## src/rtl/mem_arbiter_ctrl_if.sv

```systemverilog
// Bus bundle between the LSU-facing arbiter and the single-port memory.
// The master modport is the arbiter; the slave modport is the LSU/memory environment.
interface mem_arbiter_ctrl_if #(
   parameter int ADDR_BITS     = 8,
   parameter int DATA_BITS     = 8,
   parameter int NUM_CONSUMERS = 4
);
   logic [NUM_CONSUMERS-1:0]           consumer_read_valid;
   logic [NUM_CONSUMERS*ADDR_BITS-1:0] consumer_read_address;
   logic [NUM_CONSUMERS-1:0]           consumer_read_ready;
   logic [NUM_CONSUMERS*DATA_BITS-1:0] consumer_read_data;
   logic [NUM_CONSUMERS-1:0]           consumer_write_valid;
   logic [NUM_CONSUMERS*ADDR_BITS-1:0] consumer_write_address;
   logic [NUM_CONSUMERS*DATA_BITS-1:0] consumer_write_data;
   logic [NUM_CONSUMERS-1:0]           consumer_write_ready;

   logic                 mem_read_valid;
   logic [ADDR_BITS-1:0] mem_read_address;
   logic                 mem_read_ready;
   logic [DATA_BITS-1:0] mem_read_data;
   logic                 mem_write_valid;
   logic [ADDR_BITS-1:0] mem_write_address;
   logic [DATA_BITS-1:0] mem_write_data;
   logic                 mem_write_ready;

   modport master (
      input  consumer_read_valid, consumer_read_address,
      input  consumer_write_valid, consumer_write_address, consumer_write_data,
      input  mem_read_ready, mem_read_data, mem_write_ready,
      output consumer_read_ready, consumer_read_data, consumer_write_ready,
      output mem_read_valid, mem_read_address,
      output mem_write_valid, mem_write_address, mem_write_data
   );

   modport slave (
      output consumer_read_valid, consumer_read_address,
      output consumer_write_valid, consumer_write_address, consumer_write_data,
      output mem_read_ready, mem_read_data, mem_write_ready,
      input  consumer_read_ready, consumer_read_data, consumer_write_ready,
      input  mem_read_valid, mem_read_address,
      input  mem_write_valid, mem_write_address, mem_write_data
   );
endinterface

```

## src/rtl/mem_arbiter_ctrl.sv

```systemverilog
// Round-robin arbiter sharing one single-port memory among NUM_CONSUMERS LSUs.
// One transaction in flight; every output is registered.
module mem_arbiter_ctrl #(
   parameter int ADDR_BITS     = 8,
   parameter int DATA_BITS     = 8,
   parameter int NUM_CONSUMERS = 4,
   parameter int IDX_BITS      = 2
) (
   input  logic               clk,
   input  logic               reset_n,
   mem_arbiter_ctrl_if.master bus,
   output logic               busy
);

   typedef enum logic [1:0] {IDLE, READ_WAIT, WRITE_WAIT, RELAY} state_t;

   state_t                   state;
   logic [IDX_BITS-1:0]      last_grant;
   logic [IDX_BITS-1:0]      grant_idx;
   logic [NUM_CONSUMERS-1:0] rd_ready;
   logic [NUM_CONSUMERS-1:0] wr_ready;
   logic [NUM_CONSUMERS-1:0] req;
   logic [DATA_BITS-1:0]     rd_data [NUM_CONSUMERS];
   logic [ADDR_BITS-1:0]     rd_addr [NUM_CONSUMERS];
   logic [ADDR_BITS-1:0]     wr_addr [NUM_CONSUMERS];
   logic [DATA_BITS-1:0]     wr_data [NUM_CONSUMERS];

   logic                 mem_rd_vld;
   logic [ADDR_BITS-1:0] mem_rd_addr;
   logic                 mem_wr_vld;
   logic [ADDR_BITS-1:0] mem_wr_addr;
   logic [DATA_BITS-1:0] mem_wr_data;

   logic                found;
   logic [IDX_BITS-1:0] winner;
   logic [IDX_BITS-1:0] scan_idx;

   for (genvar i = 0; i < NUM_CONSUMERS; i++) begin : g_slot
      assign rd_addr[i] = bus.consumer_read_address[i*ADDR_BITS +: ADDR_BITS];
      assign wr_addr[i] = bus.consumer_write_address[i*ADDR_BITS +: ADDR_BITS];
      assign wr_data[i] = bus.consumer_write_data[i*DATA_BITS +: DATA_BITS];
      assign bus.consumer_read_data[i*DATA_BITS +: DATA_BITS] = rd_data[i];
   end

   assign req                      = bus.consumer_read_valid | bus.consumer_write_valid;
   assign bus.consumer_read_ready  = rd_ready;
   assign bus.consumer_write_ready = wr_ready;
   assign bus.mem_read_valid       = mem_rd_vld;
   assign bus.mem_read_address     = mem_rd_addr;
   assign bus.mem_write_valid      = mem_wr_vld;
   assign bus.mem_write_address    = mem_wr_addr;
   assign bus.mem_write_data       = mem_wr_data;

   // Scan starts one past the last winner and wraps, so the first hit is the fair choice.
   always_comb begin
      found    = 1'b0;
      winner   = '0;
      scan_idx = last_grant;
      for (int k = 0; k < NUM_CONSUMERS; k++) begin
         if (scan_idx == IDX_BITS'(NUM_CONSUMERS-1)) scan_idx = '0;
         else                                        scan_idx = scan_idx + IDX_BITS'(1);
         if (!found && req[scan_idx]) begin
            found  = 1'b1;
            winner = scan_idx;
         end
      end
   end

   always_ff @(posedge clk) begin
      if (!reset_n) begin
         state       <= IDLE;
         last_grant  <= IDX_BITS'(NUM_CONSUMERS-1);
         grant_idx   <= '0;
         rd_ready    <= '0;
         wr_ready    <= '0;
         mem_rd_vld  <= 1'b0;
         mem_rd_addr <= '0;
         mem_wr_vld  <= 1'b0;
         mem_wr_addr <= '0;
         mem_wr_data <= '0;
         busy        <= 1'b0;
         for (int i = 0; i < NUM_CONSUMERS; i++) rd_data[i] <= '0;
      end else begin
         case (state)
            IDLE: begin
               if (found) begin
                  last_grant <= winner;
                  grant_idx  <= winner;
                  busy       <= 1'b1;
                  // A consumer raising both valids gets its read; the write waits for re-request.
                  if (bus.consumer_read_valid[winner]) begin
                     mem_rd_addr <= rd_addr[winner];
                     mem_rd_vld  <= 1'b1;
                     state       <= READ_WAIT;
                  end else begin
                     mem_wr_addr <= wr_addr[winner];
                     mem_wr_data <= wr_data[winner];
                     mem_wr_vld  <= 1'b1;
                     state       <= WRITE_WAIT;
                  end
               end
            end
            READ_WAIT: begin
               if (bus.mem_read_ready) begin
                  rd_data[grant_idx]  <= bus.mem_read_data;
                  mem_rd_vld          <= 1'b0;
                  rd_ready[grant_idx] <= 1'b1;
                  state               <= RELAY;
               end
            end
            WRITE_WAIT: begin
               if (bus.mem_write_ready) begin
                  mem_wr_vld          <= 1'b0;
                  wr_ready[grant_idx] <= 1'b1;
                  state               <= RELAY;
               end
            end
            RELAY: begin
               if ((rd_ready[grant_idx] && !bus.consumer_read_valid[grant_idx]) ||
                   (wr_ready[grant_idx] && !bus.consumer_write_valid[grant_idx])) begin
                  rd_ready <= '0;
                  wr_ready <= '0;
                  busy     <= 1'b0;
                  state    <= IDLE;
               end
            end
            default: state <= IDLE;
         endcase
      end
   end

endmodule

```

## src/flat_wrapper.sv

```systemverilog
// flat-port wrapper written by rule: the top's interface ports become plain ports
module mem_arbiter_ctrl_flat 
#(
   parameter int ADDR_BITS     = 8,
   parameter int DATA_BITS     = 8,
   parameter int NUM_CONSUMERS = 4,
   parameter int IDX_BITS      = 2
)
  (clk, reset_n, busy, bus_consumer_read_valid, bus_consumer_read_address, bus_consumer_write_valid, bus_consumer_write_address, bus_consumer_write_data, bus_mem_read_ready, bus_mem_read_data, bus_mem_write_ready, bus_consumer_read_ready, bus_consumer_read_data, bus_consumer_write_ready, bus_mem_read_valid, bus_mem_read_address, bus_mem_write_valid, bus_mem_write_address, bus_mem_write_data);
  mem_arbiter_ctrl_if #(.ADDR_BITS(ADDR_BITS), .DATA_BITS(DATA_BITS), .NUM_CONSUMERS(NUM_CONSUMERS)) bus_i ();
  input  logic clk;
  input  logic reset_n;
  output logic busy;
  input wire logic [$bits(bus_i.consumer_read_valid)-1:0] bus_consumer_read_valid;
  input wire logic [$bits(bus_i.consumer_read_address)-1:0] bus_consumer_read_address;
  input wire logic [$bits(bus_i.consumer_write_valid)-1:0] bus_consumer_write_valid;
  input wire logic [$bits(bus_i.consumer_write_address)-1:0] bus_consumer_write_address;
  input wire logic [$bits(bus_i.consumer_write_data)-1:0] bus_consumer_write_data;
  input wire logic [$bits(bus_i.mem_read_ready)-1:0] bus_mem_read_ready;
  input wire logic [$bits(bus_i.mem_read_data)-1:0] bus_mem_read_data;
  input wire logic [$bits(bus_i.mem_write_ready)-1:0] bus_mem_write_ready;
  output wire logic [$bits(bus_i.consumer_read_ready)-1:0] bus_consumer_read_ready;
  output wire logic [$bits(bus_i.consumer_read_data)-1:0] bus_consumer_read_data;
  output wire logic [$bits(bus_i.consumer_write_ready)-1:0] bus_consumer_write_ready;
  output wire logic [$bits(bus_i.mem_read_valid)-1:0] bus_mem_read_valid;
  output wire logic [$bits(bus_i.mem_read_address)-1:0] bus_mem_read_address;
  output wire logic [$bits(bus_i.mem_write_valid)-1:0] bus_mem_write_valid;
  output wire logic [$bits(bus_i.mem_write_address)-1:0] bus_mem_write_address;
  output wire logic [$bits(bus_i.mem_write_data)-1:0] bus_mem_write_data;
  assign bus_i.consumer_read_valid = bus_consumer_read_valid;
  assign bus_i.consumer_read_address = bus_consumer_read_address;
  assign bus_i.consumer_write_valid = bus_consumer_write_valid;
  assign bus_i.consumer_write_address = bus_consumer_write_address;
  assign bus_i.consumer_write_data = bus_consumer_write_data;
  assign bus_i.mem_read_ready = bus_mem_read_ready;
  assign bus_i.mem_read_data = bus_mem_read_data;
  assign bus_i.mem_write_ready = bus_mem_write_ready;
  assign bus_consumer_read_ready = bus_i.consumer_read_ready;
  assign bus_consumer_read_data = bus_i.consumer_read_data;
  assign bus_consumer_write_ready = bus_i.consumer_write_ready;
  assign bus_mem_read_valid = bus_i.mem_read_valid;
  assign bus_mem_read_address = bus_i.mem_read_address;
  assign bus_mem_write_valid = bus_i.mem_write_valid;
  assign bus_mem_write_address = bus_i.mem_write_address;
  assign bus_mem_write_data = bus_i.mem_write_data;
  mem_arbiter_ctrl #(.ADDR_BITS(ADDR_BITS), .DATA_BITS(DATA_BITS), .NUM_CONSUMERS(NUM_CONSUMERS), .IDX_BITS(IDX_BITS)) u_core (.clk(clk), .reset_n(reset_n), .bus(bus_i), .busy(busy));
endmodule
```

## config.mk

```make
export PLATFORM = sky130hd
export DESIGN_NAME = mem_arbiter_ctrl_flat
export DESIGN_NICKNAME = d
export VERILOG_FILES = /design/src/rtl/mem_arbiter_ctrl_if.sv /design/src/rtl/mem_arbiter_ctrl.sv /design/src/flat_wrapper.sv
export SDC_FILE = /design/constraint.sdc
export NUM_CORES = 1
export LEC_CHECK = 0
export BUFFER_PORTS_ARGS = -buffer_cell sky130_fd_sc_hd__clkbuf_2
export CORE_MARGIN = 2
export CORE_UTILIZATION = 48
export DETAILED_ROUTE_END_ITERATION = 12
export PLACE_DENSITY_LB_ADDON = 0.1
export SYNTH_ARGS = -nofsm -noshare
export SYNTH_HDL_FRONTEND = slang
export SYNTH_SLANG_ARGS = --single-unit
```

## constraint.sdc

```tcl
create_clock -name clk -period 2.51 [get_ports clk]
set_input_delay 0 -clock clk [delete_from_list [all_inputs] [get_ports clk]]
set_output_delay 0 -clock clk [all_outputs]
set_load 0.005 [all_outputs]
```

# ---- Yosys cells after proc, flatten, opt, wreduce, memory -nomap -nowiden
# Memory sizes are Yosys's and may differ from the RTL's.
# Index checks and enable logic that the tools add are counted.
dict set report op_classes {
  add_sub_neg 4
  mul 0
  div_mod_pow 0
  n_lt_le_gt_ge 8
  eq_ne 13
  shift 0
  mux 71
  bitwise 5
  reduce_logical 28
}
# cell n
set op_table {}
lappend op_table {{$mux W8} 7}
lappend op_table {{$bmux W8 S2} 3}
lappend op_table {{$mux W1} 28}
lappend op_table {{$mux W2} 14}
lappend op_table {{$bmux W1 S2} 9}
lappend op_table {{$lt A2 B3 Y1 const B} 6}
lappend op_table {{$pmux W4 S2} 2}
lappend op_table {{$reduce_and A3 Y1} 5}
lappend op_table {{$eq A2 B2 Y1 const B} 6}
lappend op_table {{$mux W4} 3}
lappend op_table {{$or A4 B4 Y4} 3}
lappend op_table {{$reduce_and A4 Y1} 3}
lappend op_table {{$reduce_bool A2 Y1} 5}
lappend op_table {{$add A2 B1 Y2 const B} 4}
lappend op_table {{$pmux W2 S4} 1}
lappend op_table {{$reduce_or A8 Y1} 1}
lappend op_table {{$logic_and A1 B1 Y1} 6}
lappend op_table {{$ne A2 B1 Y1 const B} 3}
lappend op_table {{$ne A2 B2 Y1 const B} 3}
lappend op_table {{$pmux W1 S2} 3}
lappend op_table {{$logic_not A1 Y1} 5}
lappend op_table {{$ge A3 B3 Y1 const B} 1}
lappend op_table {{$not A2 Y3} 1}
lappend op_table {{$demux W1 S2} 1}
lappend op_table {{other kinds (6)} 6}
dict set report word_totals {
  ff_bits 41
  latchBits 0
  ramBits 32
  mem_bits_ro 0
  word_cells 141
  mem_count 1
}
# name depth word_bits rd rd_clocked_by_memory_dff write_ports line_no
set memory_table {}
lappend memory_table {u_core.rd_data 4 8 4 0 4 mem_arbiter_ctrl.sv:23} ;# logic [DATA_BITS-1:0] rd_data [NUM_CONSUMERS];

# ---- Longest topological paths before layout
# Gate-level depths: netlist of run 1.
dict set report depth {
  ltp_word 19
  depth_mapped 9
}

# ---- Worst setup path before layout of run 1
# No wires, ideal clock.
dict set report synth_timing {
  path_type {reg2reg}
  startpoint {register u_core.last_grant[0]}
  endpoint {register u_core.mem_wr_addr[2] (netlist: u_core.bus.mem_write_address[2])}
  setup_time_ns 0.070
  arrival_ns 2.218
  slack_ns 0.222
  stages_incl_launch_ff 10
  path_buffers 2
  synth_period_minus_slack_ns 2.288
  cell_sequence {dfxtp_1 ha_1 o21a_1 o311ai_4 and2_1 buf_6 a32oi_2 clkbuf_1 a2111o_1 a21boi_1}
}
dict set report synth_between {
  elab_chain_cells 18
}
# item line_no
set synth_rtl {}
lappend synth_rtl {{from (decl)} mem_arbiter_ctrl.sv:18} ;# logic [IDX_BITS-1:0] last_grant;
lappend synth_rtl {{from (signal assigned)} mem_arbiter_ctrl.sv:72} ;# last_grant <= IDX_BITS'(NUM_CONSUMERS-1);
lappend synth_rtl {{from (signal assigned)} mem_arbiter_ctrl.sv:87} ;# last_grant <= winner;
lappend synth_rtl {{$add A2 B1 Y2 or $eq A2 B2 Y1 (tied branches)} {mem_arbiter_ctrl.sv:61, mem_arbiter_ctrl.sv:60}}
lappend synth_rtl {{$mux W2 *} mem_arbiter_ctrl.sv:60} ;# if (scan_idx == IDX_BITS'(NUM_CONSUMERS-1)) scan_idx = '0;
lappend synth_rtl {{parallel branches: the longest is 16 deep, another holds $add A2 B1 Y2} n/a}
lappend synth_rtl {{to (signal assigned)} mem_arbiter_ctrl.sv:96} ;# mem_wr_addr <= wr_addr[winner];
lappend synth_rtl {{to (decl)} mem_arbiter_ctrl.sv:31} ;# logic [ADDR_BITS-1:0] mem_wr_addr;
# Mark *: on every way between the ends. The select of a mux whose other input is x is not followed.
# A chain may end at the register's enable or synchronous reset.

# ---- Worst setup path after layout of run 1
dict set report layout_timing {
  startpoint {register u_core.last_grant[0]}
  endpoint {register u_core.mem_wr_addr[0] (netlist: u_core.bus.mem_write_address[0])}
}
# Same word-level chain as after synthesis.

==> results_dict.tcl, run 1 <==
set metrics [dict create \
    outcome "finished clean" \
    die_h_um 95.8 \
    clock-sinks 73 \
    grt_use_met3_pct 5.48 \
    final_antenna_net_count 0 \
    diodes 0 \
    finClkSkew_ns 0.00849 \
    seqPwrFrac_pct 25.9 \
    die-area_um2 9180 \
    dp_hpwl_mm 8.54 \
    ys_warn_count 0 \
    p_clk_share_pct 12.9 \
    cpPeakStageDelay_ns 0.43 \
    finalWorstSetupSlack_ns 0.107 \
    combinationalPowerShare_pct 61.2 \
    maxSlewViolCount 0 \
    place_area_um2 5140 \
    report.final.setup_viol 0 \
    io_pins 183 \
    fp.dieW_um 95.8 \
    clock_latency_ns 0.35 \
    numPortBuffers 182 \
    drtIter0Drc 195 \
    drive_gt1_share_pct 39.1 \
    crit_type "flip-flop to flip-flop" \
    cts_made_buffers 9 \
    syn_avg_cell_area_um2 9.80 \
    grt_use_total_pct 25.0 \
    antenna_found_initial 0 \
    crit_required_ns 2.79 \
    totalWireLength_mm 11.6 \
    fin_cells 711 \
    fmax_mhz 416 \
    grt-busiest-layer "met2" \
    rows 33 \
    pre_cts_slack_ns 0.0265 \
    cp_max_fo 22 \
    hold_class "primary input to flip-flop" \
    hold_viol 0 \
    crit_path_top_delay_cell "o221ai_1" \
    ys.flop_type "dfxtp_1" \
    max-vdd-ir-drop_uv 698 \
    final_nets 723 \
    synth_area_um2 4050 \
    gp_congestion 0.886 \
    layout_common_cells "clkbuf_2, nor2_1, dfxtp_1" \
    min_path_cells 3 \
    overflow 0 \
    synth_top_cell_by_area "edfxtp_1" \
    vias_per_cell 5.63 \
    synth.top_cell.area_share_pct 23.7 \
    yosys.cell_types.count 48 \
    ys_seq_area_share_pct 44.0 \
    synth_edf_count 32 \
    timing.final.crit_period_ns 2.40 \
    cts.clk_slew.worst_paths_ns 0.09 \
    power.total_mw 6.79 \
    powerDensity_nw_per_um2 1240 \
    grt_max_degree 45 \
    critPathLaunchType "flip-flop" \
    syn_inst 413 \
    h-tree-depth 3 \
    area_growth_pct 35.3 \
    async_flop_share_pct 0 \
    synth_area_leaders "edfxtp_1, dfxtp_1, mux2i_1" \
    met2_usage_pct 40.9 \
    p_sw_share_pct 43.2 \
    tightest_slew_ns 0.501 \
    slew-limit-headroom_pct 66.6 \
    wl_per_cell_um 16.2 \
    design_area_um2 5470 \
    place_inst 688 \
    grtUsageMet1_pct 33.7 \
    syn_nets 535 \
    fin_tns_setup_ns 0 \
    clockRootBuffer "clkbuf_8" \
    final_common_cell "clkbuf_2" \
    coreArea_um2 8180 \
    maxCapViolCount 0 \
    cts_tree "yes" \
    yosys_register_bits 73 \
    r2r_cells 8 \
    crit_chain "ha_2 > o22ai_2 > nand2_1 > o221ai_1 > a32oi_4 > clkbuf_16 > a2111o_1 > a21boi_0" \
    switchingPower_mw 2.93 \
    dr.pass1.iters 4 \
    fin_crit_sh_pct 95.8 \
    start_util_pct 49.5 \
    grt_pass1_vias 3717 \
    grt_pass1_wl_mm 17.8 \
    vias 4003 \
    cp-end-kind "flip-flop" \
    cts_buffer_depth 2 \
    layout.filler_cells 716 \
    cp.arrival_ns 2.68 \
    intPower_mw 3.86 \
    drc 0 \
    p_leak_nw 2.49 \
]
==> sequential cells by signal, indices dropped and copies added, names as in the netlist <==
register	cells
u_core.bus.consumer_read_ready	4
u_core.bus.consumer_write_ready	4
u_core.bus.mem_read_address	8
u_core.bus.mem_read_valid	1
u_core.bus.mem_write_address	8
u_core.bus.mem_write_data	8
u_core.bus.mem_write_valid	1
u_core.busy	1
u_core.grant_idx	2
u_core.last_grant	2
u_core.rd_data	32
u_core.state	2
==> per-layer routing <==
metal	vias to the layer above	part of all wire, %
li1	1939	-
met1	1907	44
met2	145	48
met3	12	6.8
met4	0	1.2
met5	-	0
==> per-stage QoR <==
step / utilization [%] / hold slack [ns]
after floorplan: - / 0.115
after global placement: 62.9 / 0.272
after detailed placement: 62.9 / 0.269
after CTS: 65.9 / 0.0122
after global routing: 66.9 / 0.0106
final: 66.9 / 0.0195
==> critical path: cells and delay by family, from the launching register on <==
family	cells	cell delay, ns
buffers and inverters	1	0.25
AOI/OAI and AO/OA	5	1.39
and+or+nand+nor	1	0.15
adders and majority gates	1	0.20
DFF	1	0.35
==> logic make-up (layout without fill, tap and decap cells) <==
family	Yosys count	count (layout)	synth area share, %
compound gates	152	152	29.0
simple gates	101	101	11.8
flops	73	73	44.0
buf+inv	53	246	5.72
mux	28	28	7.54
fa+ha+maj	6	6	1.86
==> synthesized netlist by cell type, drive strengths merged, types with 2 or more instances <==
library cell / instances
dfxtp: 41
o21ai: 28
nor2: 42
a21o: 2
nand3: 2
mux2i: 26
inv: 23
mux4: 2
nand2: 20
a2111oi: 9
a2111o: 16
o221ai: 2
ha: 6
clkbuf: 25
o22a: 4
edfxtp: 32
nor2b: 2
o21a: 19
o22ai: 5
or2: 3
a21boi: 25
and2: 3
a21oi: 7
nand2b: 2
and3: 25
a211oi: 24
buf: 5
==> layout make-up <==
type / count / area, um^2 / share of cell area (%)
Clock buffer: 9 / 124 / 2.26
Clock inverter: 7 / 63.8 / 1.17
Tap cell: 105 / 131 / 2.40
Timing Repair Buffer: 207 / 1200 / 22.0
Sequential cell: 73 / 1780 / 32.6
Multi-Input combinational cell: 287 / 2080 / 38.0
Inverter: 23 / 86.3 / 1.58
==> repair_timing <==
action,in CTS,in global routing
pin swaps,1,3
hold buffers,3,0
endpoints found under the hold margin,3,0
endpoints found under the setup margin,5,25
gates cloned,0,2
setup buffers,2,0
resized for setup,2,12
==> power by group through the flow <==
stage | Combinational (mW) | Clock [mW] | Sequential (mW)
detailed placement | 3.72 | 0 | 1.78
floorplan | 2.51 | 0 | 1.77
global placement | 3.66 | 0 | 1.77
finish | 4.15 | 0.877 | 1.76
global route | 4.55 | 0.932 | 1.80
CTS | 3.76 | 0.886 | 1.76
==> final timing paths <==
| kind | from | endpoint | slack (ns) |
|---|---|---|---|
| worst max register to register | u_core.last_grant[0]$_SDFFE_PN1P_ | u_core.bus.mem_write_address[0]$_SDFFE_PN0P_ | 0.11 |
| worst max-delay path | u_core.last_grant[0]$_SDFFE_PN1P_ | u_core.bus.mem_write_address[0]$_SDFFE_PN0P_ | 0.11 |
| worst min-delay path | bus_mem_read_data[0] | u_core.rd_data[3][0]$_DFFE_PP_ | 0.02 |
| worst min register to register | u_core.bus.mem_write_address[5]$_SDFFE_PN0P_ | u_core.bus.mem_write_address[5]$_SDFFE_PN0P_ | 0.48 |
No activity file was read; power rests on OpenSTA's default activity.
==> run 2: changes to the inputs <==
--- a/config.mk
+++ b/config.mk
@@ -7,7 +7,8 @@
 export LEC_CHECK = 0
 export BUFFER_PORTS_ARGS = -buffer_cell sky130_fd_sc_hd__clkbuf_2
 export CORE_MARGIN = 2
-export CORE_UTILIZATION = 48
+export CORE_UTILIZATION = 49
+export CTS_BUF_LIST = sky130_fd_sc_hd__clkbuf_8
 export DETAILED_ROUTE_END_ITERATION = 12
 export PLACE_DENSITY_LB_ADDON = 0.1
 export SYNTH_ARGS = -nofsm -noshare
==> results_dict.tcl, run 2 (synthesis results as in run 1) <==
set metrics [dict create \
    area_growth_pct 32.2 \
    hold_start "bus_mem_read_data[6]" \
    min_path_cells 3 \
    overflow 0 \
    holdWs_ns 0.0199 \
    place_inst 685 \
    reg2reg_to "u_core.bus.mem_write_data[5]$_SDFFE_PN0P_" \
    regArea_um2 1780 \
    powerDensity_nw_per_um2 1190 \
    drtIter0Drc 172 \
    critPathTopFamily "compound AO/OA/AOI/OAI gates" \
    cts_setup_buffers 0 \
    gp_congestion 0.840 \
    maxCapViolCount 0 \
    dp_hpwl_mm 8.37 \
    layout.filler_cells 704 \
    largest_register "u_core.rd_data" \
    crit_buf_inv 1 \
    fin_crit_sh_pct 94.3 \
    tightest_slew_ns 1.06 \
    cts_buffer_depth 2 \
    cp.arrival_ns 2.64 \
    cts.clk_slew.worst_paths_ns 0.09 \
    maxSlewViolCount 0 \
    crit_required_ns 2.78 \
    rows 33 \
    final_antenna_net_count 0 \
    cts_made_buffers 9 \
    cpPeakStageDelay_ns 0.42 \
    numPortBuffers 182 \
    largest_reg_flops 32 \
    drive_gt1_share_pct 37.8 \
    crit_type "flip-flop to flip-flop" \
    wl_per_cell_um 16.0 \
    critPathLaunchType "flip-flop" \
    p_leak_nw 2.44 \
    die_h_um 94.9 \
    vias_per_cell 5.68 \
    timing.final.crit_period_ns 2.37 \
    grt_use_total_pct 25.5 \
    cp_max_fo 44 \
    coreArea_um2 8090 \
    h-tree-depth 3 \
    report.final.setup_viol 0 \
    hold_class "primary input to flip-flop" \
    r2r_cells 8 \
    fin_cells 705 \
    r2r_slack_ns 0.14 \
    final_nets 717 \
    grt_pass1_wl_mm 17.9 \
    finalWorstSetupSlack_ns 0.143 \
    holdPathEnd "u_core.rd_data[3][6]$_DFFE_PP_" \
    fmax_mhz 422 \
    multi_input_area_um2 2050 \
    die-area_um2 9000 \
    cts_tree "yes" \
    diodes 0 \
    pre_cts_slack_ns 0.0920 \
    fp.dieW_um 94.9 \
    antenna_found_initial 0 \
    finClkSkew_ns 0.0112 \
    hold_viol 0 \
    cp-end-kind "flip-flop" \
    start_util_pct 50.0 \
    outcome "finished clean" \
    clockRootBuffer "clkbuf_8" \
    drc 0 \
    grt_pass1_vias 3775 \
    clock-sinks 73 \
    crit_chain "ha_2 > o21a_1 > o311ai_4 > a221oi_1 > a32oi_2 > buf_12 > a2111o_1 > a21boi_0" \
    totalWireLength_mm 11.3 \
    reg2reg_from "u_core.last_grant[0]$_SDFFE_PN1P_" \
    clock_latency_ns 0.35 \
    grt_max_degree 51 \
    max-vdd-ir-drop_uv 629 \
    vias 4001 \
    io_pins 183 \
    final_common_cell "clkbuf_2" \
    layout_common_cells "clkbuf_2, nor2_1, dfxtp_1" \
    crit_path_top_delay_cell "a221oi_1" \
    dr.pass1.iters 4 \
    slew-limit-headroom_pct 28.8 \
]
run 2: cell types whose count changed in the layout (fill, tap and decap cells not counted), moves of 2 or more:
cell / delta
buf_4: -3
inv_8: -2
clkbuf_16: -2
a2111oi_2: -2
a2111oi_0: +4
a2111oi_1: -2
buf_12: -2
run 2: repair_timing:
| action | in CTS | in global routing |
|---|---|---|
| endpoints found under the setup margin | 0 | 21 |
| resized for setup | 0 | 6 |
| hold buffers | 4 | 0 |
| hold endpoints to repair | 4 | 0 |
run 2: power breakdown:
group | total [mW] | leakage [nW] | internal [mW] | switching (mW)
clock | 0.945 | 0.0962 | 0.466 | 0.479
sequential | 1.76 | 0.667 | 1.57 | 0.193
combinational | 3.66 | 1.68 | 1.58 | 2.08
run 2: worst max path at each step:
stage,slack (ns),end,start,cells past startpoint
after floorplan,0.22,u_core.bus.mem_write_address[2]$_SDFFE_PN0P_,u_core.last_grant[0]$_SDFFE_PN1P_,9
after global placement,0.21,u_core.bus.mem_read_address[2]$_SDFFE_PN0P_,u_core.last_grant[0]$_SDFFE_PN1P_,8
after detailed placement,0.09,u_core.bus.mem_write_address[1]$_SDFFE_PN0P_,u_core.last_grant[0]$_SDFFE_PN1P_,8
after CTS,0.06,u_core.bus.mem_write_address[1]$_SDFFE_PN0P_,u_core.last_grant[0]$_SDFFE_PN1P_,8
after global routing,-0.04,u_core.bus.mem_read_address[7]$_SDFFE_PN0P_,u_core.last_grant[0]$_SDFFE_PN1P_,7
final,0.14,u_core.bus.mem_write_data[5]$_SDFFE_PN0P_,u_core.last_grant[0]$_SDFFE_PN1P_,8
run 2: area by class of cell:
class	count	area share (%)
Clock inverter	7	1.43
Timing Repair Buffer	201	20.6
Tap cell	105	2.46
Inverter	23	1.61
Multi-Input combinational cell	287	38.3
Sequential cell	73	33.3
Clock buffer	9	2.32
run 2: worst min-delay path, delay by kind of cell:
| kind | cells | cell delay (ns) |
|---|---|---|
| buffers and inverters | 2 | 0.16 |
| and+or+nand+nor | 1 | 0.10 |
run 2: per-stage QoR:
stage | area [um^2] | utilization (%) | TNS (ns) | total power [mW]
after floorplan | 4050 | - | 0 | 4.29
after global placement | 5100 | 63.0 | 0 | 5.29
after detailed placement | 5100 | 63.0 | 0 | 5.42
after CTS | 5340 | 65.9 | 0 | 6.37
after global routing | 5350 | 66.1 | -0.0400 | 6.82
final | 5350 | 66.1 | 0 | 6.37
run 2: per-layer routing:
metal / share of wire [%] / vias up / GRT usage [%]
li1: - / 1922 / -
met2: 51 / 163 / 44.0
met3: 7.3 / 19 / 4.87
met4: 1.5 / 0 / 8.82
met1: 40 / 1897 / 31.9
met5: 0 / - / 0
==> run 3: changes to the inputs <==
--- a/config.mk
+++ b/config.mk
@@ -6,7 +6,6 @@
 export NUM_CORES = 1
 export LEC_CHECK = 0
 export BUFFER_PORTS_ARGS = -buffer_cell sky130_fd_sc_hd__clkbuf_2
-export CORE_MARGIN = 2
 export CORE_UTILIZATION = 49
 export CTS_BUF_LIST = sky130_fd_sc_hd__clkbuf_8
 export DETAILED_ROUTE_END_ITERATION = 12
==> results_dict.tcl, run 3 (synthesis results as in run 1) <==
set metrics [dict create \
    hold_start "bus_mem_read_data[1]" \
    crit_chain "ha_2 > o21a_1 > o311ai_4 > buf_6 > nand2_1 > buf_4 > a211oi_1 > a2111oi_2 > o21a_1" \
    grt_pass1_vias 3872 \
    crit_path_top_delay_cell "dfxtp_1" \
    tightest_slew_ns 0.482 \
    maxSlewViolCount 0 \
    layout_common_cells "clkbuf_2, nor2_1, dfxtp_1" \
    diodes 0 \
    final_common_cell "clkbuf_2" \
    cp-end-kind "flip-flop" \
    cp.arrival_ns 2.65 \
    largest_reg_flops 32 \
    critPathLaunchType "flip-flop" \
    p_leak_nw 2.44 \
    final_nets 717 \
    powerDensity_nw_per_um2 1190 \
    holdWs_ns 0.00881 \
    rows 32 \
    die_h_um 92.9 \
    r2r_cells 9 \
    die-area_um2 8630 \
    timing.final.crit_period_ns 2.40 \
    clock_latency_ns 0.35 \
    clockRootBuffer "clkbuf_8" \
    drtIter0Drc 157 \
    cts.clk_slew.worst_paths_ns 0.09 \
    max-vdd-ir-drop_uv 669 \
    cts_tree "yes" \
    power.total_mw 6.35 \
    place_area_um2 5100 \
    hold_class "primary input to flip-flop" \
    critPathTopFamily "compound AO/OA/AOI/OAI gates" \
    vias 3985 \
    start_util_pct 51.6 \
    final_core_util_pct 68.1 \
    cpPeakStageDelay_ns 0.39 \
    maxCapViolCount 0 \
    dp_hpwl_mm 8.17 \
    wl_per_cell_um 15.9 \
    worst_path_most_repeated_cell "o21a_1" \
    fmax_mhz 416 \
    rsz0062_at_grt "no" \
    overflow 0 \
    cts_setup_buffers 0 \
    totalWireLength_mm 11.2 \
    report.final.setup_viol 0 \
    crit_type "flip-flop to flip-flop" \
    r2r_slack_ns 0.11 \
    reg2reg_from "u_core.last_grant[0]$_SDFFE_PN1P_" \
    fin_tns_setup_ns 0 \
    hold_viol 0 \
    drive_gt1_share_pct 38.2 \
    cts_buffer_depth 2 \
    fin_crit_sh_pct 95.7 \
    clock-sinks 73 \
    crit_required_ns 2.76 \
    coreArea_um2 7850 \
    cts_made_buffers 9 \
    holdPathEnd "u_core.rd_data[3][1]$_DFFE_PP_" \
    numPortBuffers 182 \
    grt_use_total_pct 26.6 \
    grt_max_degree 51 \
    vias_per_cell 5.68 \
    finClkSkew_ns 0.0138 \
    h-tree-depth 3 \
    antenna_found_initial 0 \
    io_pins 183 \
    design_area_um2 5340 \
    min_path_cells 3 \
    cp_max_fo 25 \
    grt_pass1_wl_mm 17.9 \
    largest_register "u_core.rd_data" \
    gp_congestion 0.909 \
    final_antenna_net_count 0 \
    drc 0 \
    slew-limit-headroom_pct 67.9 \
    fp.dieW_um 92.9 \
    crit_buf_inv 2 \
    dr.pass1.iters 4 \
    reg2reg_to "u_core.bus.mem_read_address[4]$_SDFFE_PN0P_" \
    outcome "finished clean" \
    area_growth_pct 32.0 \
]
run 3: what timing repair did:
action | in CTS | in global routing
hold endpoints to repair | 3 | 0
gates resized for setup | 1 | 9
hold buffers | 3 | 0
setup endpoints to repair | 1 | 12
run 3: area by class of cell:
cell class,instances,area [um^2]
clock buffer,9,124
clock inverter,7,63.8
fill,670,2510
inverter,23,86.3
multi-input combinational,287,2060
sequential,73,1780
tap,102,128
timing repair buffer,201,1100
run 3: worst max-delay path by stage:
| stage | start | end | depth (start not counted) |
|---|---|---|---|
| 6_report | u_core.last_grant[0]$_SDFFE_PN1P_ | u_core.bus.mem_read_address[4]$_SDFFE_PN0P_ | 9 |
| 5_1_grt | u_core.last_grant[0]$_SDFFE_PN1P_ | u_core.bus.mem_write_address[4]$_SDFFE_PN0P_ | 8 |
| 4_1_cts | u_core.last_grant[0]$_SDFFE_PN1P_ | u_core.bus.mem_read_address[4]$_SDFFE_PN0P_ | 8 |
| 3_5_place_dp | u_core.last_grant[0]$_SDFFE_PN1P_ | u_core.bus.mem_read_address[0]$_SDFFE_PN0P_ | 9 |
| 3_3_place_gp | u_core.last_grant[0]$_SDFFE_PN1P_ | u_core.bus.mem_read_address[1]$_SDFFE_PN0P_ | 9 |
| 2_1_floorplan | u_core.last_grant[0]$_SDFFE_PN1P_ | u_core.bus.mem_write_address[2]$_SDFFE_PN0P_ | 9 |
run 3: worst min-delay path, cell delays in order:
cell,delay [ns]
clkbuf_2,0.08
nand2_1,0.11
inv_1,0.07
run 3: metal layers:
layer / GRT usage, % / share of wire [%] / routed length [um]
met1: 34.1 / 43 / 4810
met2: 43.2 / 48 / 5360
met3: 4.60 / 6.6 / 741
met4: 12.9 / 2.5 / 276
met5: 0 / 0 / 0
run 3: per-stage QoR:
| step | instances | worst slack (ns) |
|---|---|---|
| after global routing | 702 | 0.0110 |
| after CTS | 702 | 0.0497 |
| after floorplan | 413 | 0.222 |
| after detailed placement | 683 | 0.152 |
| after global placement | 683 | 0.210 |
| final | 702 | 0.108 |
run 3: power by group:
part	total [mW]	leakage, nW	internal [mW]	switching [mW]
Sequential	1.77	0.668	1.57	0.202
Clock	0.877	0.0899	0.379	0.498
Combinational	3.71	1.69	1.62	2.09
Total	6.35	2.44	3.57	2.79
